[config.mk]
export PLATFORM = sky130hd
export DESIGN_NAME = hex_scan_driver
export DESIGN_NICKNAME = d
export VERILOG_FILES = /design/src/rtl/hex_disp_pkg.sv /design/src/rtl/hex_scan_driver_refresh_tick.sv /design/src/rtl/hex_scan_driver.sv
export SDC_FILE = /design/constraint.sdc
export NUM_CORES = 1
export LEC_CHECK = 0
export CORE_MARGIN = 2
export CORE_UTILIZATION = 55
export DETAILED_ROUTE_END_ITERATION = 16
export PLACE_DENSITY = 0.79
export REMOVE_ABC_BUFFERS = 1
export SLEW_MARGIN = 25
export SYNTH_ARGS = -nofsm -noshare
export SYNTH_HDL_FRONTEND = slang
export SYNTH_HIERARCHICAL = 1
export SYNTH_SLANG_ARGS = --single-unit
[constraint.sdc]
create_clock -name clk -period 2.7 [get_ports clk]
set_clock_uncertainty 0.15 [all_clocks]
set_input_delay 0.81 -clock clk [delete_from_list [all_inputs] [get_ports clk]]
set_output_delay 0.81 -clock clk [all_outputs]
set_load 0.05 [all_outputs]
[src/rtl/hex_disp_pkg.sv]
// Shared types and helpers for the multiplexed hex display path.
// Combinational helpers only; no state.
package hex_disp_pkg;

    localparam int NIBBLE_W   = 4;
    localparam int MAX_DIGITS = 32;

    typedef logic [NIBBLE_W-1:0] nibble_t;

    // One-hot-low enable for digit idx; indices at or beyond n leave every enable off.
    function automatic logic [MAX_DIGITS-1:0] digit_enable_n(input int unsigned idx,
                                                            input int unsigned n);
        logic [MAX_DIGITS-1:0] en_n;
        en_n = '1;
        for (int unsigned i = 0; i < MAX_DIGITS; i++) begin
            if (i == idx && i < n) begin
                en_n[i] = 1'b0;
            end
        end
        return en_n;
    endfunction

endpackage

[src/rtl/hex_scan_driver_refresh_tick.sv]
// Free-running divide-by-DIV counter; tick is high on the last count of each period.
// No backpressure: counts every cycle, synchronous active-high reset to 0.
module refresh_tick #(
    parameter int DIV = 50000
) (
    input  logic clk,
    input  logic reset,
    output logic tick
);

    localparam int CNT_W = (DIV > 1) ? $clog2(DIV) : 1;
    localparam logic [CNT_W-1:0] CNT_MAX = CNT_W'(DIV - 1);

    logic [CNT_W-1:0] cnt_q;
    logic [CNT_W-1:0] cnt_d;

    assign tick = (cnt_q == CNT_MAX);

    always_comb begin
        cnt_d = tick ? '0 : cnt_q + CNT_W'(1);
    end

    always_ff @(posedge clk) begin
        if (reset) begin
            cnt_q <= '0;
        end else begin
            cnt_q <= cnt_d;
        end
    end

endmodule

[src/rtl/hex_scan_driver.sv]
// Scans a NUM_DIGITS hex value onto one shared 7-segment decoder; outputs lag index by one cycle.
// Accepts one value at a time (load_ready = no value pending); the value swaps in only at a frame wrap.
module hex_scan_driver
    import hex_disp_pkg::*;
#(
    parameter int NUM_DIGITS  = 8,
    parameter int REFRESH_DIV = 50000,
    parameter bit BLANK_LZ    = 1'b1
) (
    input  logic                           clk,
    input  logic                           reset,
    input  logic                           load_valid,
    input  logic [NIBBLE_W*NUM_DIGITS-1:0] load_data,
    output logic                           load_ready,
    output logic [NIBBLE_W-1:0]            nibble,
    output logic [NUM_DIGITS-1:0]          digit_sel_n,
    output logic                           blank,
    output logic                           frame_start
);

    localparam int DATA_W = NIBBLE_W * NUM_DIGITS;
    localparam int IDX_W  = (NUM_DIGITS > 1) ? $clog2(NUM_DIGITS) : 1;
    localparam logic [IDX_W-1:0] LAST_IDX = IDX_W'(NUM_DIGITS - 1);

    logic                  tick;
    logic [IDX_W-1:0]      idx_q, idx_d;
    logic [DATA_W-1:0]     shadow_q, shadow_d;
    logic [DATA_W-1:0]     shown_q, shown_d;
    logic                  pending_q, pending_d;
    logic                  fresh_q, fresh_d;
    logic                  wrap, accept, commit;

    nibble_t               cur_nib;
    logic                  upper_zero;
    logic                  cur_blank;
    logic [NUM_DIGITS-1:0] cur_en_n;
    logic [NUM_DIGITS-1:0] cur_sel_n;

    nibble_t               nibble_q;
    logic [NUM_DIGITS-1:0] sel_n_q;
    logic                  blank_q;
    logic                  frame_start_q;

    refresh_tick #(
        .DIV (REFRESH_DIV)
    ) u_refresh_tick (
        .clk   (clk),
        .reset (reset),
        .tick  (tick)
    );

    assign load_ready = !pending_q;

    always_comb begin
        idx_d     = idx_q;
        wrap      = tick && (idx_q >= LAST_IDX);
        accept    = load_valid && !pending_q;
        commit    = wrap && pending_q;
        shadow_d  = accept ? load_data : shadow_q;
        shown_d   = commit ? shadow_q : shown_q;
        pending_d = pending_q;
        // Out-of-range indices also take the wrap path, so they recover on the next tick.
        if (tick) begin
            idx_d = wrap ? '0 : idx_q + IDX_W'(1);
        end
        if (commit) begin
            pending_d = 1'b0;
        end else if (accept) begin
            pending_d = 1'b1;
        end
        fresh_d = wrap;
    end

    always_comb begin
        cur_nib    = '0;
        upper_zero = 1'b1;
        for (int i = 0; i < NUM_DIGITS; i++) begin
            if (IDX_W'(i) == idx_q) begin
                cur_nib = shown_q[i*NIBBLE_W +: NIBBLE_W];
            end
            if (IDX_W'(i) >= idx_q && shown_q[i*NIBBLE_W +: NIBBLE_W] != '0) begin
                upper_zero = 1'b0;
            end
        end
        cur_blank = BLANK_LZ && (idx_q != '0) && upper_zero;
        cur_en_n  = NUM_DIGITS'(digit_enable_n(32'(idx_q), NUM_DIGITS));
        cur_sel_n = cur_blank ? '1 : cur_en_n;
    end

    always_ff @(posedge clk) begin
        if (reset) begin
            idx_q         <= '0;
            shadow_q      <= '0;
            shown_q       <= '0;
            pending_q     <= 1'b0;
            fresh_q       <= 1'b1;
            nibble_q      <= '0;
            sel_n_q       <= '1;
            blank_q       <= 1'b1;
            frame_start_q <= 1'b0;
        end else begin
            idx_q         <= idx_d;
            shadow_q      <= shadow_d;
            shown_q       <= shown_d;
            pending_q     <= pending_d;
            fresh_q       <= fresh_d;
            nibble_q      <= cur_nib;
            sel_n_q       <= cur_sel_n;
            blank_q       <= cur_blank;
            frame_start_q <= fresh_q;
        end
    end

    assign nibble      = nibble_q;
    assign digit_sel_n = sel_n_q;
    assign blank       = blank_q;
    assign frame_start = frame_start_q;

endmodule

# Word-level counts from Yosys, hierarchy flattened
# Cells that the tools add are included.
# totals
ff_bits	99
input_bits	35
word_cells	80
# op_classes
n_addsub	2
magnitude_cmp	9
n_eq_ne	8
n_mux	25
reduce_logical	26
# op_table
op	count
two-way mux 4 bit	8
nonzero test 4 bit	8
adder 16 x 1 -> 16 bit (second input constant)	1
== test 16 bit (second input constant)	1
two-way mux 1 bit	16
== test 3 bit (first input constant)	4
>= comparator 3 bit (first input constant)	4
logical AND 1 bit	12
== test 2 x 3 -> 1 bit (first input constant)	2
>= comparator 1 x 3 -> 1 bit (first input constant)	2
>= comparator 2 x 3 -> 1 bit (first input constant)	2
OR reduction 2 bit	3
adder 3 x 1 -> 3 bit (second input constant)	1
== test 1 x 3 -> 1 bit (first input constant)	1
>= comparator 3 bit (second input constant)	1
logical NOT 3 bit	1
two-way mux 3 bit	1
nonzero test 3 bit	1
logical NOT 1 bit	1

# Longest topological paths before layout
# Gate-level depths: netlist (run 1).
# logic_depth
ltp_word	12
depth_mapped	9
ltp_nobuf	6

# Modules after synthesis
# The synthesis (run 1) kept the hierarchy.
# modules_own_cells
mod	instances	cells_each	area_each_um2	seq_area_each_um2
hex_scan_driver	1	423	3414.5	1661.6
refresh_tick	1	81	710.7	320.3

# Least setup slack after synthesis (run 1)
# OpenSTA, ideal clock, no wires.
# synth_path
kind	register to register
startpoint	reg idx_q[0]
endpoint	reg nibble_q[0] (netlist: nibble[0])
arrival_ps	1942
slack_ps	505
stages_incl_launch_ff	8
n_path_buf	2
synth_period_minus_slack_ps	2195
path_cell_list	dfxtp_1 > dlygate4sd1_1 > inv_1 > ha_1 > clkbuf_1 > nand3_1 > a311o_1 > a2111oi_2
# synth_via
elab_chain_cells	9
# synth_rtl
element	line	text
start: declaration	hex_scan_driver.sv:26	logic [IDX_W-1:0] idx_q, idx_d;
start signal: assignment	hex_scan_driver.sv:102	idx_q <= idx_d;
logical NOT 3 bit	hex_scan_driver.sv:78	if (IDX_W'(i) == idx_q) begin
two-way mux 4 bit (7 in a row)	hex_scan_driver.sv:78	
two-way mux 4 bit (*)	hex_scan_driver.sv:78	
end signal: assignment	hex_scan_driver.sv:107	nibble_q <= cur_nib;
end: declaration	hex_scan_driver.sv:39	nibble_t nibble_q;
# Mark *: on every way between the ends. The rest lies on a longest branch, timed or not.
# A chain may end at the register's enable or synchronous reset.

# Worst setup path after layout (run 1)
# layout_path
startpoint	reg pending_q
endpoint	out load_ready
# layout_via
elab_chain_cells	1
# layout_rtl
element	line	text
start: declaration	hex_scan_driver.sv:29	logic pending_q, pending_d;
start signal: assignment	hex_scan_driver.sv:105	pending_q <= pending_d;
logical NOT 1 bit	hex_scan_driver.sv:52	assign load_ready = !pending_q;
end: declaration	hex_scan_driver.sv:14	output logic load_ready,
# No other way between the ends.

==> out/results.tsv, run 1 <==
metric	value	unit
status	finished, final reports clean	
core area	0.007253	sq mm
mux cell area share after synthesis	0.002426	
area grow syn2layout	17.41	%
initial core utilization	0.5687	
Total GRT Usage	0.2227	
setup violators final	0	
Clock Sinks	99	
Leak Pwr	1.675	nW
die height	90.61	um
RSZ-0062 raised after global routing	false	
vias in the first global route	3254	
Iter 0 DRT Violations	178	
hold depth	1	
Clock Latency Late Sink	0.36	ns
Routed Wire Length	8.787	mm
FP Rows	31	
met3 WL	370	um
max-cap viol count	0	
Worst setup EP type	primary output	
CTS tree	yes	
weighted congestion at the end of routability-driven global placement	0.9134	
hold crit path type	reg2reg	
Syn Area/Cell	8.185	sq um
Avg WL per Cell	13.60	um
Critical Path Source Type	flop	
Filler Cell Count	644	
final hold violation count	0	
Fin Setup TNS	0	ns
dpl cells	630	
fin nets	582	
Max FO, Critical Path	5	
largest net degree at the start of global routing	53	
clock root buffer master	clkbuf_8	
DP Wirelength	6.068	mm
Port Buffers	49	
Post-Synth XOR/XNOR Area	0.03185	
met1 wire length	3.987	mm
first-pass GRT wire length	14.99	mm
Clock transition at path regs	0.09	ns
Syn Inst Count	504	
H-tree level count	3	
Synth Register Bits	99	
Num CTS Buffers	9	
fmax	0.3899	GHz
Final ANT Viol Nets	0	
sequential area share after synthesis	0.4804	
Simple-Gate Fraction of Synth Area	0.2645	
Compound-Gate Fraction of Synth Area	0.1617	
minimum clock period after layout	2.565	ns
Setup Buffers After CTS	0	
routed vias/inst	5.467	
Final Cycle Share	0.9500	
met2 wire len	4.216	mm
drt first pass iters	5	
CTS max path bufs	2	
grt ovf	0	
Power Dens Cells	523.3	mW/mm^2
Final Core Density	0.6678	
synth unique cells	50	
crit path DAT	1.61	ns
Die Wd	90.61	um
r2r worst-path depth	5	
max_slew headroom	0.5260	
full die area	0.008209	sq mm
initial antenna violation count	0	
Highest Signal Layer	met4	
total number of vias	3532	
largest family of logic cells by synthesized area	simple AND/OR/NAND/NOR gates	
Post-synth EDFFs	0	
Synth Area in Adders	0.01517	
Slew Limit Fails	0	
hold_buf cts	0	
peak supply drop	0.0002785	V
required time of the critical path	1.74	ns
Diodes inserted	0	
Top FF cell, synth	dfxtp_1	
layout cells sized above 1	0.07495	
post-CTS sizing	0	
number of non-filler instances in the completed layout	646	
worst-margin pin slew	0.7100	ns
Ports	50	
Setup CP Type	reg2out	
DR DRC count	0	
FFs w/ async S/R, synth	0	
count of yosys warnings during synthesis	6	
Mapped Area	0.004125	sq mm
[flip-flops by register name, indices dropped and copies added (netlist names)]
signal                count
nibble                    4
digit_sel_n               8
shadow_q                 32
blank                     1
shown_q                  32
frame_start               1
idx_q                     3
pending_q                 1
fresh_q                   1
u_refresh_tick/cnt_q     16
[synth_stat cells, types with 5 or more instances]
cell type	count	area share
a21oi_1	74	0.090
buf_1	7	0.0064
buf_2	6	0.0073
clkbuf_1	16	0.015
dfxtp_1	99	0.48
ha_1	5	0.015
inv_1	5	0.0046
nand2_1	140	0.13
nand2b_1	8	0.012
nand3_1	10	0.012
nor2_1	28	0.025
nor2b_1	5	0.0076
nor3_1	5	0.0061
nor3b_1	8	0.015
nor4_1	10	0.015
o21ai_0	6	0.0073
xnor2_1	14	0.030
[cells by family after synthesis]
| family | after synthesis |
|---|---|
| AOI/OAI and AO/OA | 108 |
| and+or+nand+nor | 236 |
| muxes | 1 |
| xor gates and xnor gates | 15 |
| adders and majority gates | 5 |
| buffers and inverters | 40 |
| DFF | 99 |
[through the flow]
| stage | power (W) | hold WS, ns | setup slack [ns] | area (sq um) |
|---|---|---|---|---|
| 2_1_floorplan | 0.001612 | 0.2638 | 0.3103 | 3970 |
| 3_3_place_gp | 0.001706 | 0.2813 | 0.4578 | 4664 |
| 3_5_place_dp | 0.001713 | 0.2866 | 0.3763 | 4664 |
| 4_1_cts | 0.002552 | 0.3076 | 0.1268 | 4843 |
| 5_1_grt | 0.002632 | 0.3280 | 0.08112 | 4843 |
| 6_report | 0.002534 | 0.3012 | 0.1350 | 4843 |
[worst max-delay path, cell delays in order, from the launching register on]
cell	delay (ns)
dfxtp_1	0.37
inv_2	0.08
clkdlybuf4s50_1	0.79
[routing by layer]
metal | track usage | up-vias
met2 | 0.3650 | 94
met4 | 0.09359 | 0
li1 | - | 1787
met1 | 0.2884 | 1632
met3 | 0.04090 | 19
met5 | 0 | -
[cell type report]
type / instances / area, sq um / share of cell area
flip-flops and latches: 99 / 1982 / 0.4092
multi-input cells: 365 / 1964 / 0.4056
repair buffers: 60 / 568.0 / 0.1173
clock buffers: 10 / 137.6 / 0.02842
well taps: 99 / 123.9 / 0.02557
clock inverters: 6 / 41.29 / 0.008525
inverters: 7 / 26.28 / 0.005425
[where the power goes]
| group | switching [W] | leakage (nW) | total (W) | internal (W) |
|---|---|---|---|---|
| Clock | 0.000500 | 0.0843 | 0.000858 | 0.000358 |
| Sequential | 0.0000193 | 0.805 | 0.00151 | 0.00149 |
| Combinational | 0.0000858 | 0.786 | 0.000163 | 0.0000777 |
| Total | 0.000605 | 1.68 | 0.00253 | 0.00193 |
[layout by cell type, fill, tap and decap left out, types with 2 or more instances in the layout]
cell type          n
a2111oi_2          4
a21oi_1           74
a22o_1             4
a311o_1            4
buf_4             11
clkbuf_8          10
clkdlybuf4s50_1   48
clkinv_2           2
clkinvlp_4         3
dfxtp_1           99
ha_1               5
inv_1              5
inv_2              2
nand2_1          140
nand2b_1           8
nand3_1           10
nand3b_1           2
nand4_1            3
nor2_1            28
nor2b_1            4
nor3_1             5
nor3b_1            8
nor4_1            10
nor4bb_1           2
o211ai_1           2
o21ai_0            6
o21ai_1            2
o21bai_1           2
o31ai_1            4
or3_1              4
or3b_1             2
xnor2_1           14
[final timing paths]
check | from | to | slack (ns)
worst min register to register | fresh_q$_SDFF_PP1_ | frame_start$_SDFF_PP0_ | 0.30
worst max-delay path | pending_q$_SDFFE_PP0P_ | load_ready | 0.13
worst min-delay path | fresh_q$_SDFF_PP1_ | frame_start$_SDFF_PP0_ | 0.30
worst max register to register | idx_q[1]$_SDFFE_PP0P_ | digit_sel_n[1]$_SDFF_PP1_ | 0.34
Power figures use the tool's default switching activity.
==> run 2, diff against run 1 <==
--- a/config.mk
+++ b/config.mk
@@ -13,5 +13,4 @@
 export SLEW_MARGIN = 25
 export SYNTH_ARGS = -nofsm -noshare
 export SYNTH_HDL_FRONTEND = slang
-export SYNTH_HIERARCHICAL = 1
 export SYNTH_SLANG_ARGS = --single-unit
==> run 2 against run 1 <==
Critical path depth is the same. Count of clock-buffer cells in the layout grew 2. Sequential power is essentially flat. Largest cell class is now multi-input gates. Cell count shrank 1.2%. Setup slack gained 0.012 ns. Maximum frequency grew 0.48%. Highest routed layer unchanged. First-iteration DRC count shrank 29%. Combinational power is essentially flat. Global-route usage shrank 0.93 points.
==> out/results.tsv, run 2 <==
metric	value	unit
Fin Setup TNS	0	ns
core area	0.007331	sq mm
initial antenna violation count	0	
mux cell area share after synthesis	0	
Post-synth top cells	nand2_1, dfxtp_1, a21oi_1	
max-cap viol count	0	
Compound-Gate Fraction of Synth Area	0.1600	
sequential area share after synthesis	0.4720	
FFs w/ async S/R, synth	0	
largest family of logic cells by synthesized area	simple AND/OR/NAND/NOR gates	
Power Dens Cells	527.3	mW/mm^2
dpl cells	622	
CTS max path bufs	2	
worst path bufs/invs	2	
minimum clock period after layout	2.553	ns
CTS tree	yes	
Diodes inserted	0	
Ports	50	
grt ovf	0	
largest registers	shadow_q x32, shown_q x32, u_refresh_tick.cnt_q x16	
Routed Wire Length	8.375	mm
Crit-path slowest cell	clkdlybuf4s50_1	
Final ANT Viol Nets	0	
Slew Limit Fails	0	
FP Rows	31	
count of yosys warnings during synthesis	0	
Avg WL per Cell	13.13	um
critical-path cell list	inv_1, clkdlybuf4s50_1	
hold crit path type	reg2reg	
Clock transition at path regs	0.09	ns
most frequent cell after synthesis	nand2_1	
required time of the critical path	1.74	ns
status	finished, final reports clean	
register area	0.001982	sq mm
multi-input logic area	0.002001	sq mm
Yosys top cell area share	0.4720	
Synth Register Bits	99	
Synth Area in Adders	0.01490	
first-pass GRT wire length	14.43	mm
commonest non-fill, non-tap cell in the layout	nand2_1	
Clock Sinks	99	
layout cells sized above 1	0.1354	
area grow syn2layout	16.24	%
DR DRC count	0	
final hold violation count	0	
crit-path leading delay family	buffers and inverters	
weighted congestion at the end of routability-driven global placement	0.8112	
CP peak stage delay	0.79	ns
Simple-Gate Fraction of Synth Area	0.2718	
total number of vias	3424	
die height	91.38	um
Die Wd	91.38	um
Leak Pwr	1.794	nW
Num CTS Buffers	9	
Final Cycle Share	0.9455	
fin nets	574	
Filler Cell Count	617	
clock root buffer master	clkbuf_8	
synth unique cells	49	
Post-Synth XOR/XNOR Area	0.02920	
RSZ-0062 raised after global routing	false	
Syn Inst Count	500	
largest net degree at the start of global routing	67	
crit path DAT	1.59	ns
Top FF cell, synth	dfxtp_1	
Setup CP Type	reg2out	
Post-synth EDFFs	0	
worst-margin pin slew	0.6445	ns
Iter 0 DRT Violations	126	
Mapped Area	0.004199	sq mm
vias in the first global route	3190	
fmax	0.3917	GHz
Critical Path Source Type	flop	
Syn Area/Cell	8.398	sq um
max_slew headroom	0.5698	
Port Buffers	49	
routed vias/inst	5.367	
number of non-filler instances in the completed layout	638	
peak supply drop	0.0003531	V
Max FO, Critical Path	4	
hold_buf cts	0	
Clock Latency Late Sink	0.37	ns
Worst setup EP type	primary output	
initial core utilization	0.5728	
DP Wirelength	5.849	mm
commonest non-fill, non-tap cells in the layout	nand2_1, dfxtp_1, a21oi_1	
drt first pass iters	4	
post-CTS sizing	0	
Total GRT Usage	0.2134	
dominant cell type by area after synthesis	dfxtp_1	
H-tree level count	3	
Setup Buffers After CTS	0	
setup violators final	0	
synth top area cells	dfxtp_1, nand2_1, a21oi_1	
full die area	0.008349	sq mm
==> run 2: power breakdown <==
part	switching, W	internal [W]
logic	0.0000863	0.0000775
registers	0.0000183	0.00149
clock network	0.000503	0.000395
==> run 2: kinds of logic after synthesis <==
kind of cell               after synthesis
AOI/OAI and AO/OA                      107
xor gates and xnor gates                14
adders and majority gates                5
buffers and inverters                   43
DFF                                     99
and+or+nand+nor                        232
==> run 2: cell type report <==
class / count / area share
repair buffers: 56 / 0.1128
clock buffers: 12 / 0.03179
flip-flops and latches: 99 / 0.4060
inverters: 10 / 0.007690
clock inverters: 4 / 0.006409
multi-input cells: 358 / 0.4099
well taps: 99 / 0.02538
==> run 2: through the flow <==
step	cell area [sq um]	setup WS [ns]	hold WS, ns	total power, W	utilization
after detailed placement	4695	0.3743	0.2827	0.001712	0.6404
final	4881	0.1472	0.3010	0.002574	0.6658
after global routing	4881	0.06961	0.3095	0.002689	0.6658
after CTS	4881	0.1271	0.2995	0.002599	0.6658
after global placement	4695	0.3509	0.2689	0.001707	0.6404
after floorplan	4018	0.2058	0.2632	0.001611	-
==> run 2: worst paths after layout <==
path / cells after the start / slack, ns / endpoint / start
hold / removal: 1 / 0.30 / u_refresh_tick.cnt_q[0]$_SDFF_PP0_ / u_refresh_tick.cnt_q[0]$_SDFF_PP0_
setup / recovery: 2 / 0.15 / load_ready / pending_q$_SDFFE_PP0P_
hold reg to reg: 1 / 0.30 / u_refresh_tick.cnt_q[0]$_SDFF_PP0_ / u_refresh_tick.cnt_q[0]$_SDFF_PP0_
setup reg to reg: 7 / 0.41 / nibble[3]$_SDFF_PP0_ / idx_q[1]$_SDFFE_PP0P_
==> run 2: layer usage <==
layer | up-vias | global-route usage | part of all wire
li1 | 1752 | - | -
met1 | 1599 | 0.2630 | 0.46
met2 | 61 | 0.3642 | 0.49
met3 | 12 | 0.05394 | 0.042
met4 | 0 | 0.06944 | 0.011
met5 | - | 0 | 0
